**src/rtl/alu_pkg.sv**
```systemverilog
// Shared ALU definitions: opcode encodings seen on ALU_CONTROL and the
// sequencer state type used by every initiator of the combinational ALU.
package alu_pkg;

    localparam logic [3:0] ALU_ADD  = 4'd0;
    localparam logic [3:0] ALU_SUB  = 4'd1;
    localparam logic [3:0] ALU_MULT = 4'd2;
    localparam logic [3:0] ALU_XOR  = 4'd3;
    localparam logic [3:0] ALU_ADDV = 4'd4;
    localparam logic [3:0] ALU_SUBV = 4'd5;
    localparam logic [3:0] ALU_XORV = 4'd6;
    localparam logic [3:0] ALU_SLV  = 4'd7;
    localparam logic [3:0] ALU_SRV  = 4'd8;
    localparam logic [3:0] ALU_SCLV = 4'd9;
    localparam logic [3:0] ALU_SCRV = 4'd10;
    // Encodings 11..14 are unassigned; the ALU returns 0 for them.
    localparam logic [3:0] ALU_NOP  = 4'b1111;

    typedef enum logic [1:0] {
        IDLE  = 2'd0,
        RUN   = 2'd1,
        DRAIN = 2'd2
    } seq_state_t;

endpackage

```
**src/rtl/alu_stream_sequencer.sv**
```systemverilog
// Streams a job of LEN input words through the external combinational ALU,
// pairing each word with a fixed scalar, and emits registered results.
module alu_stream_sequencer
    import alu_pkg::*;
#(
    parameter int WIDTH = 32,
    parameter int LEN_W = 8
) (
    input  logic             clk,
    input  logic             rst_n,

    input  logic             cmd_valid,
    output logic             cmd_ready,
    input  logic [3:0]       cmd_op,
    input  logic [WIDTH-1:0] cmd_scalar,
    input  logic [LEN_W-1:0] cmd_len,

    input  logic             in_valid,
    output logic             in_ready,
    input  logic [WIDTH-1:0] in_data,

    output logic [WIDTH-1:0] alu_src_a,
    output logic [WIDTH-1:0] alu_src_b,
    output logic [3:0]       alu_control,
    input  logic [WIDTH-1:0] alu_out,

    output logic             out_valid,
    input  logic             out_ready,
    output logic [WIDTH-1:0] out_data,
    output logic             out_last,

    output logic             busy,
    output logic             done
);

    seq_state_t       state;
    seq_state_t       next_state;
    logic [3:0]       op_q;
    logic [WIDTH-1:0] scalar_q;
    logic [LEN_W-1:0] count;

    logic cmd_fire;
    logic in_fire;
    logic out_fire;
    logic final_word;

    assign cmd_fire   = cmd_valid && cmd_ready;
    assign in_fire    = in_valid && in_ready;
    assign out_fire   = out_valid && out_ready;
    assign final_word = (count == LEN_W'(1));
    assign busy       = (state != IDLE);

    // NOTE: every always_comb output gets a default before the case so no
    // path leaves it unassigned; otherwise synthesis infers a latch.
    always_comb begin
        next_state  = state;
        cmd_ready   = 1'b0;
        in_ready    = 1'b0;
        alu_src_a   = '0;
        alu_src_b   = '0;
        alu_control = ALU_NOP;

        case (state)
            IDLE: begin
                cmd_ready = 1'b1;
                if (cmd_valid && (cmd_len != '0)) begin
                    next_state = RUN;
                end
            end
            RUN: begin
                // A held result blocks new input unless it leaves this cycle.
                in_ready    = (count != '0) && (!out_valid || out_ready);
                alu_src_a   = in_data;
                alu_src_b   = scalar_q;
                alu_control = op_q;
                if (in_valid && in_ready && final_word) begin
                    next_state = DRAIN;
                end
            end
            DRAIN: begin
                if (out_fire && out_last) begin
                    next_state = IDLE;
                end
            end
            default: begin
                next_state = IDLE;
            end
        endcase
    end

    // NOTE: sequential state uses non-blocking assignments so every register
    // samples the pre-edge values, independent of statement order.
    always_ff @(posedge clk or negedge rst_n) begin
        if (!rst_n) begin
            state <= IDLE;
        end else begin
            state <= next_state;
        end
    end

    always_ff @(posedge clk or negedge rst_n) begin
        if (!rst_n) begin
            op_q     <= ALU_NOP;
            scalar_q <= '0;
            count    <= '0;
        end else if (cmd_fire) begin
            op_q     <= cmd_op;
            scalar_q <= cmd_scalar;
            count    <= cmd_len;
        end else if (in_fire) begin
            count    <= count - LEN_W'(1);
        end
    end

    always_ff @(posedge clk or negedge rst_n) begin
        if (!rst_n) begin
            out_valid <= 1'b0;
            out_data  <= '0;
            out_last  <= 1'b0;
            done      <= 1'b0;
        end else begin
            done <= 1'b0;
            if (cmd_fire && (cmd_len == '0)) begin
                done <= 1'b1;
            end
            // An accepted input reloads the register even if the old result
            // is leaving on the same edge, keeping one word per cycle.
            if (in_fire) begin
                out_data  <= alu_out;
                out_valid <= 1'b1;
                out_last  <= final_word;
            end else if (out_fire) begin
                out_valid <= 1'b0;
                out_last  <= 1'b0;
                if ((state == DRAIN) && out_last) begin
                    done <= 1'b1;
                end
            end
        end
    end

endmodule

```
**config.mk**
```make
export PLATFORM = sky130hd
export DESIGN_NAME = alu_stream_sequencer
export DESIGN_NICKNAME = d
export VERILOG_FILES = /design/src/rtl/alu_pkg.sv /design/src/rtl/alu_stream_sequencer.sv
export SDC_FILE = /design/constraint.sdc
export NUM_CORES = 1
export LEC_CHECK = 0
export ABC_AREA = 1
export CORE_AREA = 2 2 104 106
export CTS_BUF_LIST = sky130_fd_sc_hd__clkbuf_16
export DETAILED_ROUTE_END_ITERATION = 10
export DIE_AREA = 0 0 106 108
export GPL_TIMING_DRIVEN = 0
export HOLD_SLACK_MARGIN = 0.12
export PLACE_DENSITY = 0.85
export SETUP_SLACK_MARGIN = 0.3
export SLEW_MARGIN = 20
export SYNTH_ARGS = -nofsm -noshare
export SYNTH_HDL_FRONTEND = slang
export SYNTH_SLANG_ARGS = --single-unit
```
**constraint.sdc**
```tcl
create_clock -name clk -period 4.16 [get_ports clk]
set_clock_uncertainty 0.05 [all_clocks]
set_input_delay 0.624 -clock clk [delete_from_list [all_inputs] [get_ports clk]]
set_output_delay 0.624 -clock clk [all_outputs]
set_load 0.03 [all_outputs]
```
==> impl_metrics.toml <==
[logic_synthesis]
yosys_most_used_dff = "dfrtp_1"
synth-async-reset-ratio_pct = 100
ys_ff_latch = 81
netlist-cell-type-count = 26
synth_top_area_share_pct = 47.8
yosysMostFrequentCell = "nand2_1"
synth_edf_count = 0
ys_top_cells_by_count = "nand2_1, dfrtp_1, inv_1, nor2_1, nand3_1"
synthTopCellsByArea = "dfrtp_1, nand2_1, inv_1, nor2_1, nand3_1"
seq_area_frac_synth_pct = 50.5
syn_area_um2 = 4030
synth.net_count = 651
syn_avg_cell_area_um2 = 7.53
yosys.area.top_type = "dfrtp_1"
yosysWarnings = 0
synthCells = 535

[floorplanning]
dieWidth_um = 106
core_area_um2 = 10200
pin_count = 219
die_h_um = 108
die-area_um2 = 11400
start_util_pct = 39.4
rows = 37

[setup_path]
reg2reg_to = "count[7]$_DFFE_PN0P_"
critPathArrivalTime_ps = 2530
r2r_start = "count[0]$_DFFE_PN0P_"
critPathSlowestCell = "clkdlybuf4s50_1"
r2r_slack_ps = 2460
cp.required_ps = 3490
cp_max_fo = 10
path_class = "primary input to output port"
rr_worst_depth = 9
worstPathCellList = "clkdlybuf4s50_1 > inv_1 > nand2_1 > nand2_4 > nor2_8 > buf_6 > clkdlybuf4s50_1"
end_kind = "output port"
cpMostUsedCell = "clkdlybuf4s50_1"
start_kind = "primary input"
slowest_delay_ps = 670

[drt]
wl_met2_mm = 6.85
top_layer = "met4"
vias_per_cell = 4.65
drt_iter0_drc = 213
vias = 4211
wirelength_mm = 13.1
detail-route-antenna-nets = 0
dr_wl_met3_um = 661
drc = 0
wl_met1_mm = 5.35
drt-pass1-iter-count = 4
wl_per_cell_um = 14.5

[timing]
fmax_mhz = 312
fin_crit_ps = 3210
finalCritPeriodShare_pct = 77.1
hold_violations = 0
grt_setup_unrepaired = "no"
worst_pin_slew_ps = 505
max_slew_margin_pct = 66.3
slew_viol_final = 0
setup_viol = 0

[pwr]
peakVddDrop_mv = 0.432
intPower_mw = 2.90
combPwrFrac_pct = 58.5
p_sw_share_pct = 45.4
pwr-share-clk_pct = 16.1
p_leak_nw = 3.26
seqPwrFrac_pct = 25.4
switchingPower_mw = 2.41
power_density_nw_per_um2 = 792

[finish]
drive_gt1_share_pct = 8.19
diodes = 0
area_growth_pct = 66.7
final_design_area_no_fill_um2 = 6710
nets = 880
final_util_pct = 65.6

[clock_tree]
root_buffer = "clkbuf_16"
ctsResizeCount = 0
cts_num_sinks = 81
clk_latency_ps = 330
htreeDepth = 3
cts_hold_buf = 0
clk_pin_slew_ps = 70
numCtsBuffers = 9
post_cts_buffers = 0
cts_tree = "done"
clock_path_buffers = 2

[grt]
grt_pass1_vias = 4210
grt_antenna_before_repair = 0
grt_pass1_wl_mm = 20.8
grt-ovfl-total = 0
track_usage_pct = 23.1
grt_max_degree = 45

[run]
drv_cap = 0

[min_path]
hold_path_class = "primary input to async pin"

[place]
gp_congestion = 0.854
io_buffers = 217
dpl-instance-area_um2 = 6390
dp_hpwl_mm = 10.2

[outcome]
status = "complete, no violations"
==> sequential cells by signal, summed over array words and instances, names as in the netlist <==
name / flops
done: 1
out_valid: 1
state: 2
count: 8
out_last: 1
op_q: 4
out_data: 32
scalar_q: 32
==> cell type report <==
type                    instances  area [um^2]
fillers                       804         3520
well taps                     136          170
flip-flops and latches         81         2030
multi-input cells             345         1530
plain buffers                  27          156
clock inverters                 7         93.8
inverters                      82          308
repair buffers                218         2200
clock buffers                   9          225
==> layer usage <==
layer,GRT usage (%),up-vias
li1,-,2074
met1,29.0,1973
met2,40.2,142
met3,4.34,22
met4,7.71,0
met5,0,-
==> how the worst max path moves through the flow <==
stage | startpoint | to | slack, ps | cells after the start
CTS | out_ready | in_ready | 960 | 7
global route | out_ready | in_ready | 850 | 7
finish | out_ready | in_ready | 950 | 7
global placement | rst_n | out_data[15]$_DFFE_PN0P_ | -410 | 1
detailed placement | out_ready | in_ready | 980 | 7
floorplan | state[1]$_DFFE_PN0P_ | alu_src_b[10] | 2110 | 5
==> layout by cell type, fill, tap and decap left out <==
master,instances
o21ai_0,38
inv_2,8
buf_6,4
nand4_4,1
nor2_1,74
clkbuf_16,9
nor3_1,2
buf_16,1
clkdlybuf4s50_1,216
buf_1,4
clkinv_4,1
dfrtp_1,77
nor2_8,1
bufinv_16,2
nand3_1,51
nand2_2,2
or2_2,4
ha_1,3
buf_4,3
a21oi_1,2
nor2_2,2
nor4_1,2
clkinvlp_4,1
inv_6,1
nand4_1,1
dfstp_2,4
o22ai_1,1
buf_2,14
inv_1,74
nand2_4,2
nor2_4,2
nand2_1,157
clkinv_2,1
clkinv_1,1
clkbuf_1,3
==> through the flow <==
stage	hold slack [ps]	instances	TNS (ps)	worst slack, ps	power, mW
after detailed placement	403	889	0	978	4.47
after floorplan	278	535	0	2110	3.17
after global placement	401	888	-31240	-411	4.38
after global routing	239	905	0	848	5.62
after CTS	217	905	0	959	5.34
final	204	905	0	952	5.32
==> worst max-delay path: cells and delay by family <==
| kind | cells | cell delay [ps] |
|---|---|---|
| simple gates | 3 | 470 |
| buf+inv | 4 | 1430 |
==> power groups by stage <==
| stage | combinational (mW) | sequential, mW | clock, mW |
|---|---|---|---|
| floorplan | 1.54 | 1.63 | 0 |
| global placement | 3.03 | 1.35 | 0 |
| detailed placement | 3.11 | 1.36 | 0 |
| CTS | 3.13 | 1.35 | 0.863 |
| global route | 3.33 | 1.39 | 0.896 |
| finish | 3.11 | 1.35 | 0.854 |
==> cell families (layout without fill, tap and decap cells) <==
kind of cell             count (synthesis)  count (layout)  share of synthesized area, %
AO/OA/AOI/OAI                           41              41                          5.13
adder cells (fa/ha/maj)                  3               3                         0.932
buffers and inverters                  109             343                          11.5
flip-flops                              81              81                          50.5
AND/OR/NAND/NOR                        301             301                          32.0
Power figures use the tool's default switching activity.
